$ cat config.mk
export PLATFORM = sky130hd
export DESIGN_NAME = ripple_acc_ctrl
export DESIGN_NICKNAME = d
export VERILOG_FILES = /design/src/rtl/ripple_acc_ctrl_pkg.sv /design/src/rtl/ripple_acc_ctrl_settle_timer.sv /design/src/rtl/ripple_acc_ctrl.sv
export SDC_FILE = /design/constraint.sdc
export NUM_CORES = 1
export LEC_CHECK = 0
export CAP_MARGIN = 15
export CORE_AREA = 2 2 54 56
export CTS_CLUSTER_DIAMETER = 100
export DETAILED_ROUTE_END_ITERATION = 16
export DIE_AREA = 0 0 56 58
export DONT_BUFFER_PORTS = 1
export SLEW_MARGIN = 10
export SYNTH_ARGS = -nofsm -noshare
export SYNTH_HDL_FRONTEND = slang
export SYNTH_SLANG_ARGS = --single-unit
$ cat constraint.sdc
create_clock -name clk -period 3.8 [get_ports clk]
set_clock_uncertainty 0.1 [all_clocks]
set_input_delay 0.38 -clock clk [delete_from_list [all_inputs] [get_ports clk]]
set_output_delay 0.38 -clock clk [all_outputs]
set_load 0.005 [all_outputs]
$ cat src/rtl/ripple_acc_ctrl_pkg.sv
// Shared types and defaults for the ripple-carry accumulator controller.
// The FSM encoding, the default sizes and the settle-counter width all live here.
package ripple_acc_ctrl_pkg;

    localparam int DEF_WIDTH         = 4;
    localparam int DEF_SETTLE_CYCLES = 3;
    localparam int CNT_W             = 4;

    typedef enum logic [1:0] {
        STATE_IDLE    = 2'd0,
        STATE_SETTLE  = 2'd1,
        STATE_CAPTURE = 2'd2
    } state_e;

    // The counter starts one below the cycle count because the cycle that
    // observes cnt==0 still counts as a settle cycle.
    function automatic logic [CNT_W-1:0] settle_load(input int cycles);
        return CNT_W'(cycles - 1);
    endfunction

endpackage

$ cat src/rtl/ripple_acc_ctrl_settle_timer.sv
// Loadable down-counter that measures how long the adder operands have been held.
// o_expired is high whenever the count has reached zero.
module ripple_acc_ctrl_settle_timer
    import ripple_acc_ctrl_pkg::*;
(
    input  logic             clk,
    input  logic             rst,
    input  logic             i_load,
    input  logic [CNT_W-1:0] i_load_val,
    input  logic             i_dec,
    output logic             o_expired
);

    logic [CNT_W-1:0] r_cnt;

    // NOTE: sequential state uses non-blocking assignments so every register
    // samples its inputs from before the edge, regardless of statement order.
    always_ff @(posedge clk) begin
        if (rst) begin
            r_cnt <= '0;
        end else if (i_load) begin
            r_cnt <= i_load_val;
        end else if (i_dec && (r_cnt != '0)) begin
            r_cnt <= r_cnt - 1'b1;
        end
    end

    assign o_expired = (r_cnt == '0);

endmodule

$ cat src/rtl/ripple_acc_ctrl.sv
// Clocked start/done wrapper around an external ripple-carry adder: drives the
// operands, waits for the carry chain to settle, then captures into the accumulator.
module ripple_acc_ctrl
    import ripple_acc_ctrl_pkg::*;
#(
    parameter int WIDTH         = DEF_WIDTH,
    parameter int SETTLE_CYCLES = DEF_SETTLE_CYCLES
) (
    input  logic             clk,
    input  logic             rst,
    input  logic             i_start,
    input  logic             i_clear,
    input  logic [WIDTH-1:0] i_op_b,
    input  logic             i_cin,
    output logic [WIDTH-1:0] o_add_a,
    output logic [WIDTH-1:0] o_add_b,
    output logic             o_add_cin,
    input  logic [WIDTH-1:0] i_add_sum,
    input  logic             i_add_cout,
    output logic [WIDTH-1:0] o_acc,
    output logic             o_carry_flag,
    output logic             o_zero_flag,
    output logic             o_ovf_sticky,
    output logic             o_busy,
    output logic             o_done
);

    localparam logic [1:0] S_IDLE    = STATE_IDLE;
    localparam logic [1:0] S_SETTLE  = STATE_SETTLE;
    localparam logic [1:0] S_CAPTURE = STATE_CAPTURE;

    if ((SETTLE_CYCLES < 1) || (SETTLE_CYCLES > 15)) begin : g_bad_settle
        $error("ripple_acc_ctrl: SETTLE_CYCLES must be in 1..15");
    end

    logic [1:0]       r_state;
    logic [1:0]       w_state_nxt;
    logic [WIDTH-1:0] r_add_a;
    logic [WIDTH-1:0] r_add_b;
    logic             r_add_cin;
    logic [WIDTH-1:0] r_acc;
    logic             r_carry_flag;
    logic             r_zero_flag;
    logic             r_ovf_sticky;
    logic             r_done;
    logic             w_accept;
    logic             w_expired;

    assign w_accept = (r_state == S_IDLE) && i_start && !i_clear;

    ripple_acc_ctrl_settle_timer u_settle_timer (
        .clk        (clk),
        .rst        (rst),
        .i_load     (w_accept),
        .i_load_val (settle_load(SETTLE_CYCLES)),
        .i_dec      (r_state == S_SETTLE),
        .o_expired  (w_expired)
    );

    always_comb begin
        // NOTE: default assignment first so every path drives w_state_nxt and
        // no latch is inferred.
        w_state_nxt = r_state;
        if (i_clear) begin
            w_state_nxt = S_IDLE;
        end else begin
            case (r_state)
                S_IDLE:    if (i_start) w_state_nxt = S_SETTLE;
                S_SETTLE:  if (w_expired) w_state_nxt = S_CAPTURE;
                S_CAPTURE: w_state_nxt = S_IDLE;
                default:   w_state_nxt = S_IDLE;
            endcase
        end
    end

    // clear wins over start and capture; the adder operands are left untouched
    // by clear so an aborted addition leaves its operands visible.
    always_ff @(posedge clk) begin
        if (rst) begin
            r_state      <= S_IDLE;
            r_add_a      <= '0;
            r_add_b      <= '0;
            r_add_cin    <= 1'b0;
            r_acc        <= '0;
            r_carry_flag <= 1'b0;
            r_zero_flag  <= 1'b0;
            r_ovf_sticky <= 1'b0;
            r_done       <= 1'b0;
        end else begin
            r_state <= w_state_nxt;
            r_done  <= 1'b0;
            if (i_clear) begin
                r_acc        <= '0;
                r_carry_flag <= 1'b0;
                r_zero_flag  <= 1'b0;
                r_ovf_sticky <= 1'b0;
            end else if (w_accept) begin
                r_add_a   <= r_acc;
                r_add_b   <= i_op_b;
                r_add_cin <= i_cin;
            end else if (r_state == S_CAPTURE) begin
                r_acc        <= i_add_sum;
                r_carry_flag <= i_add_cout;
                r_zero_flag  <= (i_add_sum == '0);
                r_ovf_sticky <= r_ovf_sticky | i_add_cout;
                r_done       <= 1'b1;
            end
        end
    end

    assign o_add_a      = r_add_a;
    assign o_add_b      = r_add_b;
    assign o_add_cin    = r_add_cin;
    assign o_acc        = r_acc;
    assign o_carry_flag = r_carry_flag;
    assign o_zero_flag  = r_zero_flag;
    assign o_ovf_sticky = r_ovf_sticky;
    assign o_busy       = (r_state != S_IDLE);
    assign o_done       = r_done;

endmodule

==> results.sh, run 1 <==
export IMPL_grt_pass1_vias=640
export IMPL_grt_start_max_net_pins=13
export IMPL_fin_tns_setup_ns=0
export IMPL_layout_drive_gt1_share_pct=5.56
export IMPL_holdWs_ns=0.0305
export IMPL_numPortBuffers=0
export IMPL_synth_enable_flop_cells=0
export IMPL_io_pins=32
export IMPL_hpwl_um=1330
export IMPL_netlist_instances=107
export IMPL_p_comb_share_pct=7.0
export IMPL_postCtsHoldBufs=0
export IMPL_worstSetupStartpointType="flop"
export IMPL_rows=19
export IMPL_htreeDepth=1
export IMPL_clk_pin_slew_ns=0.12
export IMPL_nets=124
export IMPL_core_um2=2660
export IMPL_multi_input_area_um2=407
export IMPL_syn_nets=122
export IMPL_dr_pass1_iters=4
export IMPL_dp_cells=135
export IMPL_critPathRequiredTime_ns=3.93
export IMPL_hold_path_cell_count=1
export IMPL_cp_arrival_ns=1.77
export IMPL_p_int_w=0.000298
export IMPL_worstSetupPathType="flop to flop"
export IMPL_antenna_found_initial=0
export IMPL_r2r_slack_ns=2.16
export IMPL_yosysUniqueCellTypes=25
export IMPL_diodes=0
export IMPL_grt_overflow_total=0
export IMPL_grt_setup_unrepaired="no"
export IMPL_cap_violations=0
export IMPL_place_congestion=0.695
export IMPL_cts_setup_buffers=0
export IMPL_path_max_fanout=3
export IMPL_async_reset_ff_share_pct=0
export IMPL_max_freq_ghz=0.609
export IMPL_syn_area_per_cell_um2=8.36
export IMPL_yosysWarnings=0
export IMPL_pwr_share_seq_pct=65.2
export IMPL_slew_headroom_pct=63.8
export IMPL_layout_min_cycle_time_ns=1.64
export IMPL_synth_seq_cells=23
export IMPL_synth_ff_type="dfxtp_1"
export IMPL_via_per_inst=5.24
export IMPL_r2r_worst_path_cells=5
export IMPL_crit_path_end_kind="flop"
export IMPL_ys_seq_area_share_pct=51.5
export IMPL_min_path_type="input port to flop"
export IMPL_drc=0
export IMPL_area_growth_pct=5.87
export IMPL_grt_usage_pct=11.2
export IMPL_cts_resized=0
export IMPL_instances_no_fill=139
export IMPL_grt_pass1_wl_um=2840
export IMPL_dieArea_um2=3250
export IMPL_syn_cell_area_um2=895
export IMPL_hold_viol=0
export IMPL_tightest_slew_ns=0.541
export IMPL_cts_sinks=23
export IMPL_setup_violations=0
export IMPL_swShare_pct=22.5
export IMPL_p_leak_nw=0.324
export IMPL_clkPwrFrac_pct=27.8
export IMPL_die_y_um=58
export IMPL_start_util_pct=33.6
export IMPL_tritoncts="built"
export IMPL_drt_total_wl_um=1750
export IMPL_cts_root_buf="clkbuf_4"
export IMPL_cts_buffer_depth=2
export IMPL_peakVddDrop_uv=177
export IMPL_drv_slew=0
export IMPL_clock_latency_ns=0.30
export IMPL_antenna_left=0
export IMPL_fill_cells=285
export IMPL_fin_crit_sh_pct=43.2
export IMPL_avgRoutedWirePerCell_um=12.6
export IMPL_status="completed"
export IMPL_drtIter0Drc=34
export IMPL_register_area_um2=460
export IMPL_cts_buffers=3
export IMPL_vias=729
export IMPL_power_switching_w=0.0000865
export IMPL_p_per_area_nw_per_um2=406
export IMPL_die_w_um=56
export IMPL_p_total_w=0.000384
## layout make-up
cell class	count	share of cell area, %
inverters	4	1.59
multi-input cells	77	42.9
well taps	31	4.10
flip-flops and latches	23	48.6
clock buffers	4	2.77
## stage by stage
| step | util [%] | setup slack (ns) | area, um2 |
|---|---|---|---|
| final | 35.6 | 2.16 | 947 |
| after global routing | 35.6 | 2.04 | 947 |
| after CTS | 35.6 | 2.16 | 947 |
| after detailed placement | 34.6 | 2.19 | 921 |
| after global placement | 34.6 | 2.25 | 921 |
| after floorplan | - | 2.32 | 895 |
## power by group through the flow
stage	Clock (W)	Combinational, W	Sequential, W
after global placement	0	0.0000258	0.000256
after CTS	0.000113	0.0000272	0.000251
after detailed placement	0	0.0000271	0.000256
after global routing	0.000124	0.0000313	0.000252
after floorplan	0	0.0000240	0.000255
final	0.000107	0.0000271	0.000251
## logic make-up after synthesis
| kind of cell | after synthesis | share of synthesized area [%] |
|---|---|---|
| adder cells (fa/ha/maj) | 1 | 1.40 |
| AO/OA/AOI/OAI | 24 | 14.0 |
| AND/OR/NAND/NOR | 52 | 30.1 |
| buffers and inverters | 7 | 3.08 |
| flip-flops | 23 | 51.5 |
## layer usage
| metal | share of wire, % | GRT usage [%] | vias to the layer above |
|---|---|---|---|
| li1 | - | - | 365 |
| met1 | 43 | 13.7 | 326 |
| met2 | 44 | 17.0 | 34 |
| met3 | 11 | 4.46 | 4 |
| met4 | 1.5 | 6.12 | 0 |
| met5 | 0 | 0 | - |
## placed cells by master, fill, tap and decap left out
cell type  netlist  layout
or4b_1           1       1
inv_1            4       4
clkbuf_1         2       1
nand2_1         30      30
o21ai_0          3       3
nor3b_1          1       1
clkbuf_4         0       3
or2_1            1       1
nor3_1           2       2
nand2b_1         1       1
nor2b_1          2       2
or3b_1           1       1
a22oi_1          1       1
dfxtp_1         23      23
nor4b_4          1       1
ha_1             1       1
nand2b_2         2       2
nor4_1           1       1
nor2_1           4       4
a211oi_1         1       1
a21oi_1         19      19
or4_1            2       2
or3_1            1       1
nand3_1          1       1
and3_1           1       1
## worst max-delay path: stages (launching register included)
cell and delay (ns):
dfxtp_1 0.36, inv_1 0.06, ha_1 0.21, nor3b_1 0.16
or4_1 0.51, a21oi_1 0.17
## path summary, 6_finish.rpt
path	start	endpoint
max reg2reg	u_settle_timer.r_cnt[0]	u_settle_timer.r_cnt[3]
min reg2reg	o_add_a[3]	o_add_a[3]
min	rst	o_add_a[3]
max	u_settle_timer.r_cnt[0]	u_settle_timer.r_cnt[3]
## flip-flops by register name (all words and copies together), names as in the netlist
| signal | flops |
|---|---|
| o_acc | 4 |
| o_add_a | 4 |
| o_add_b | 4 |
| u_settle_timer.r_cnt | 4 |
| r_state | 2 |
| o_add_cin | 1 |
| o_carry_flag | 1 |
| o_done | 1 |
| o_ovf_sticky | 1 |
| o_zero_flag | 1 |
## synth_stat cells, types with 2 or more instances
library cell	n	area [um2]
a21oi_1	19	95.1
clkbuf_1	2	7.51
dfxtp_1	23	460
inv_1	4	15.0
nand2_1	30	113
nand2b_2	2	17.5
nor2_1	4	15.0
nor2b_1	2	12.5
nor3_1	2	10.0
o21ai_0	3	15.0
or4_1	2	15.0
No activity file was read; power rests on OpenSTA's default activity.
==> run 2: changes to the inputs <==
--- a/config.mk
+++ b/config.mk
@@ -5,6 +5,7 @@
 export SDC_FILE = /design/constraint.sdc
 export NUM_CORES = 1
 export LEC_CHECK = 0
+export ABC_AREA = 1
 export CAP_MARGIN = 15
 export CORE_AREA = 2 2 54 56
 export CTS_CLUSTER_DIAMETER = 100
==> constraint.sdc (replaced) <==
create_clock -name clk -period 1.6 [get_ports clk]
set_clock_uncertainty 0.1 [all_clocks]
set_input_delay 0.16 -clock clk [delete_from_list [all_inputs] [get_ports clk]]
set_output_delay 0.16 -clock clk [all_outputs]
set_load 0.005 [all_outputs]
==> run 2 against run 1 <==
  * Sequential share of layout area down 6.8 points
  * Critical path depth down 1
  * Synthesized cell count up 11%
  * Critical path type is now input port to flop
  * Largest power group unchanged
  * Flip-flop and latch count unchanged
==> results.sh, run 2 <==
export IMPL_status="completed"
export IMPL_layout_drive_gt1_share_pct=7.35
export IMPL_p_leak_nw=0.430
export IMPL_grt_overflow_total=0
export IMPL_cts_setup_buffers=0
export IMPL_layout_commonest_cell="nand2_1"
export IMPL_worstSetupStartpointType="input port"
export IMPL_cts_buffers=3
export IMPL_antenna_left=0
export IMPL_yosysWarnings=0
export IMPL_setup_violations=0
export IMPL_synth_enable_flop_cells=0
export IMPL_vias=775
export IMPL_synth_most_common_cell="nand2_1"
export IMPL_path_max_fanout=12
export IMPL_p_per_area_nw_per_um2=881
export IMPL_nets=152
export IMPL_p_comb_share_pct=10.9
export IMPL_async_reset_ff_share_pct=0
export IMPL_hpwl_um=1340
export IMPL_rows=19
export IMPL_swShare_pct=24.9
export IMPL_synth_common_cells="32 x nand2_1, 23 x dfxtp_1, 16 x a21oi_1, 16 x nor2_1, 11 x inv_1"
export IMPL_hold_viol=0
export IMPL_ys_seq_area_share_pct=51.5
export IMPL_drv_slew=0
export IMPL_fin_crit_sh_pct=90.9
export IMPL_syn_cell_area_um2=895
export IMPL_clock_latency_ns=0.31
export IMPL_clkPwrFrac_pct=27.8
export IMPL_p_int_w=0.000728
export IMPL_cp_arrival_ns=1.58
export IMPL_pwr_share_seq_pct=61.3
export IMPL_die_w_um=56
export IMPL_fin_tns_setup_ns=0
export IMPL_die_y_um=58
export IMPL_avgRoutedWirePerCell_um=11.4
export IMPL_instances_no_fill=167
export IMPL_dp_cells=149
export IMPL_crit_path_end_kind="flop"
export IMPL_power_switching_w=0.000242
export IMPL_grt_setup_unrepaired="no"
export IMPL_yosysUniqueCellTypes=18
export IMPL_peakVddDrop_uv=514
export IMPL_syn_nets=134
export IMPL_synth_largest_area_cell="dfxtp_1"
export IMPL_io_pins=32
export IMPL_min_path_type="input port to flop"
export IMPL_cts_root_buf="clkbuf_4"
export IMPL_syn_area_per_cell_um2=7.52
export IMPL_tightest_slew_ns=0.456
export IMPL_place_congestion=0.811
export IMPL_grt_start_max_net_pins=15
export IMPL_synth_top_area_share_pct=51.5
export IMPL_cts_sinks=23
export IMPL_synth_seq_cells=23
export IMPL_synth_ff_type="dfxtp_1"
export IMPL_clk_pin_slew_ns=0.13
export IMPL_grt_usage_pct=12.8
export IMPL_dr_pass1_iters=4
export IMPL_drtIter0Drc=16
export IMPL_cap_violations=0
export IMPL_diodes=0
export IMPL_grt_pass1_vias=757
export IMPL_htreeDepth=1
export IMPL_final_cell_mix="32 x nand2_1, 23 x dfxtp_1, 16 x nor2_1, 16 x a21oi_1, 14 x dlygate4sd3_1"
export IMPL_layout_min_cycle_time_ns=1.45
export IMPL_synth_area_leaders="dfxtp_1 51%, nand2_1 13%, a21oi_1 9.0%"
export IMPL_netlist_instances=119
export IMPL_start_util_pct=33.6
export IMPL_grt_pass1_wl_um=3260
export IMPL_numPortBuffers=0
export IMPL_slew_headroom_pct=69.5
export IMPL_cts_buffer_depth=2
export IMPL_tritoncts="built"
export IMPL_core_um2=2660
export IMPL_drt_total_wl_um=1910
export IMPL_area_growth_pct=23.1
export IMPL_critPathRequiredTime_ns=1.73
export IMPL_antenna_found_initial=0
export IMPL_via_per_inst=4.64
export IMPL_dieArea_um2=3250
export IMPL_max_freq_ghz=0.687
export IMPL_drc=0
export IMPL_worstSetupPathType="input port to flop"
[run 2: cell count changes after synthesis, moves of 3 or more]
cell | before | now
inv_1 | 4 | 11
nor2_1 | 4 | 16
a21oi_1 | 19 | 16
nand3_1 | 1 | 5
[run 2: repair_timing]
| action | in CTS | in global routing |
|---|---|---|
| endpoints found under the setup margin | 0 | 1 |
| hold endpoints to repair | 20 | 1 |
| gates resized for setup | 0 | 1 |
| hold buffers | 14 | 1 |
[run 2: stage by stage]
stage	hold WS (ns)	utilization [%]	cell area [um2]	worst slack, ns	power, W
finish	0.0581	41.4	1100	0.145	0.000970
global route	0.0821	41.4	1100	0.0372	0.00103
CTS	0.0398	41.2	1100	0.152	0.000993
detailed placement	0.134	34.8	926	0.239	0.000680
global placement	0.132	34.8	926	0.295	0.000679
floorplan	0.205	-	895	0.367	0.000670
[run 2: power by group through the flow]
stage / sequential, W / clock [W] / combinational (W)
after floorplan: 0.000605 / 0 / 0.0000652
after global placement: 0.000607 / 0 / 0.0000726
after detailed placement: 0.000607 / 0 / 0.0000730
after CTS: 0.000594 / 0.000294 / 0.000104
after global routing: 0.000597 / 0.000311 / 0.000123
final: 0.000594 / 0.000270 / 0.000106
[run 2: layer usage]
metal / routed length (um) / vias to the layer above / track usage (%)
met3: 143 / 2 / 4.46
met2: 970 / 29 / 24.0
li1: - / 416 / -
met4: 8 / 0 / 2.04
met5: 0 / - / 0
met1: 787 / 328 / 14.3
[run 2: path summary, 6_finish.rpt]
path	to	startpoint	cells past startpoint	slack, ns
worst max-delay path	r_state[1]	rst	4	0.15
worst min-delay path	u_settle_timer.r_cnt[1]	i_start	4	0.06
worst max register to register	u_settle_timer.r_cnt[3]	u_settle_timer.r_cnt[0]	7	0.20
worst min register to register	o_ovf_sticky	o_ovf_sticky	2	0.39
[run 2: cell families (layout without fill, tap and decap cells)]
group | count (synthesis) | in the layout | share of synthesized area, %
AND/OR/NAND/NOR | 60 | 60 | 28.8
adder cells (fa/ha/maj) | 1 | 1 | 1.40
AO/OA/AOI/OAI | 20 | 20 | 11.2
buffers and inverters | 15 | 32 | 7.13
flip-flops | 23 | 23 | 51.5
[run 2: critical path: stages]
cell	delay, ns
dlygate4sd3_1	0.71
nor2_1	0.28
inv_1	0.16
nor4_1	0.26
[run 2: layout make-up]
type / count / area, um2
Multi-Input combinational cell: 81 / 375
Clock buffer: 3 / 22.5
Fill cell: 287 / 1560
Clock inverter: 1 / 7.51
Inverter: 13 / 48.8
Tap cell: 31 / 38.8
Timing Repair Buffer: 15 / 148
Sequential cell: 23 / 460
==> run 3: changes to the inputs <==
--- a/config.mk
+++ b/config.mk
@@ -7,11 +7,12 @@
 export LEC_CHECK = 0
 export ABC_AREA = 1
 export CAP_MARGIN = 15
-export CORE_AREA = 2 2 54 56
+export CORE_AREA = 8 8 60 62
 export CTS_CLUSTER_DIAMETER = 100
 export DETAILED_ROUTE_END_ITERATION = 16
-export DIE_AREA = 0 0 56 58
+export DIE_AREA = 0 0 68 70
 export DONT_BUFFER_PORTS = 1
+export SKIP_LAST_GASP = 1
 export SLEW_MARGIN = 10
 export SYNTH_ARGS = -nofsm -noshare
 export SYNTH_HDL_FRONTEND = slang
==> run 3 against run 2 <==
  * Combinational power about the same
  * Worst setup slack got worse by 0.054 ns
  * Clock power decreased by 1%
  * Core utilization decreased by 0.28 points
  * Non-clock buffer count unchanged
  * Hold slack got worse by 0.0047 ns
  * Sequential share of layout area increased by 0.29 points
  * Global-route usage decreased by 2.7 points
  * Design area decreased by 0.68%
  * Sequential power about the same
  * Die area increased by 47%
  * Register-to-register slack about the same
  * Critical path type unchanged
==> results.sh, run 3 (synthesized netlist as in run 2, its figures left out) <==
export IMPL_hold_viol=0
export IMPL_holdWs_ns=0.0534
export IMPL_placed_cell_area_um2=926
export IMPL_fin_tns_setup_ns=0
export IMPL_worstSetupPathType="input port to flop"
export IMPL_final_cell_mix="32 x nand2_1, 23 x dfxtp_1, 16 x nor2_1, 16 x a21oi_1, 14 x dlygate4sd3_1"
export IMPL_rows=19
export IMPL_max_stage_delay_ns=0.59
export IMPL_drv_slew=0
export IMPL_cpMaxStageDelayCell="dlygate4sd3_1"
export IMPL_grt_pass1_vias=838
export IMPL_layout_drive_gt1_share_pct=6.62
export IMPL_nets=152
export IMPL_dr_pass1_iters=4
export IMPL_die_y_um=70
export IMPL_p_per_area_nw_per_um2=883
export IMPL_place_congestion=0.824
export IMPL_grt_start_max_net_pins=14
export IMPL_cts_sinks=23
export IMPL_drtIter0Drc=29
export IMPL_grt_usage_pct=10.1
export IMPL_crit_path_end_kind="flop"
export IMPL_clk_pin_slew_ns=0.13
export IMPL_start_util_pct=33.6
export IMPL_core_um2=2660
export IMPL_htreeDepth=1
export IMPL_layout_min_cycle_time_ns=1.51
export IMPL_crit_buf_inv=2
export IMPL_drc=0
export IMPL_min_path_type="input port to flop"
export IMPL_numPortBuffers=0
export IMPL_drt_total_wl_um=2150
export IMPL_peakVddDrop_uv=401
export IMPL_tritoncts="built"
export IMPL_instances_no_fill=167
export IMPL_path_max_fanout=2
export IMPL_fin_crit_sh_pct=94.3
export IMPL_path_delay_family="buffers and inverters"
export IMPL_antenna_left=0
export IMPL_tightest_slew_ns=0.442
export IMPL_vias=799
export IMPL_dp_cells=149
export IMPL_cts_root_buf="clkbuf_4"
export IMPL_cp_arrival_ns=1.66
export IMPL_die_w_um=68
export IMPL_hpwl_um=1520
export IMPL_slew_headroom_pct=70.4
export IMPL_max_freq_ghz=0.663
export IMPL_cap_violations=0
export IMPL_setup_violations=0
export IMPL_fill_cells=281
export IMPL_io_pins=32
export IMPL_antenna_found_initial=0
export IMPL_layout_commonest_cell="nand2_1"
export IMPL_grt_pass1_wl_um=3800
export IMPL_crit_chain="dlygate4sd3_1, nor3_1, dlygate4sd3_1, nand3_1, a21oi_1"
export IMPL_fin_area_um2=1090
export IMPL_diodes=0
export IMPL_avgRoutedWirePerCell_um=12.9
export IMPL_cts_buffers=3
export IMPL_worstSetupStartpointType="input port"
export IMPL_via_per_inst=4.78
export IMPL_status="completed"
export IMPL_grt_setup_unrepaired="no"
export IMPL_p_leak_nw=0.435
export IMPL_cts_setup_buffers=0
export IMPL_dieArea_um2=4760
export IMPL_timing_critical_path_mode_cell="dlygate4sd3_1"
export IMPL_critPathRequiredTime_ns=1.75
export IMPL_cts_buffer_depth=2
export IMPL_clock_latency_ns=0.31
export IMPL_area_growth_pct=22.2
export IMPL_grt_overflow_total=0
[run 3: cell type report]
| class | count | area (um2) | area share, % |
|---|---|---|---|
| tap | 31 | 38.8 | 3.55 |
| sequential | 23 | 460 | 42.1 |
| timing repair buffer | 15 | 148 | 13.5 |
| clock buffer | 3 | 22.5 | 2.06 |
| inverter | 13 | 48.8 | 4.46 |
| multi-input combinational | 81 | 370 | 33.9 |
| clock inverter | 1 | 5.00 | 0.458 |
[run 3: power breakdown]
part / total, W / internal, W / switching, W / leakage (nW)
logic: 0.000106 / 0.0000467 / 0.0000590 / 0.231
clock network: 0.000266 / 0.0000933 / 0.000172 / 0.0177
registers: 0.000595 / 0.000585 / 0.00000930 / 0.186
total: 0.000966 / 0.000725 / 0.000241 / 0.435
[run 3: layer usage]
| metal | GRT usage [%] | wire length [um] |
|---|---|---|
| met1 | 11.0 | 825 |
| met2 | 15.7 | 1050 |
| met3 | 5.42 | 243 |
| met4 | 4.10 | 32 |
| met5 | 0 | 0 |
[run 3: worst min-delay path: stages]
cell and delay (ns):
nand3b_2 0.10, nand2_1 0.06, nor2_1 0.08, nor2_1 0.04
[run 3: per-stage QoR]
stage	utilization [%]	power, W	setup WS (ns)
6_report	41.1	0.000966	0.0907
5_1_grt	41.1	0.00102	0.0166
4_1_cts	41.1	0.000980	0.149
3_5_place_dp	34.8	0.000682	0.232
3_3_place_gp	34.8	0.000680	0.280
2_1_floorplan	-	0.000670	0.367
[run 3: worst paths after layout]
check	cells past startpoint	to	slack (ns)	startpoint
hold / removal	4	u_settle_timer.r_cnt[1]	0.05	i_start
hold reg to reg	2	o_add_b[2]	0.40	o_add_b[2]
setup / recovery	5	o_zero_flag	0.09	i_add_sum[1]
setup reg to reg	7	u_settle_timer.r_cnt[3]	0.20	u_settle_timer.r_cnt[0]
[run 3: repair_timing]
| item | 4_1_cts | 5_1_grt |
|---|---|---|
| hold buffers | 14 | 0 |
| gates resized for setup | 0 | 0 |
| hold endpoints to repair | 20 | 0 |
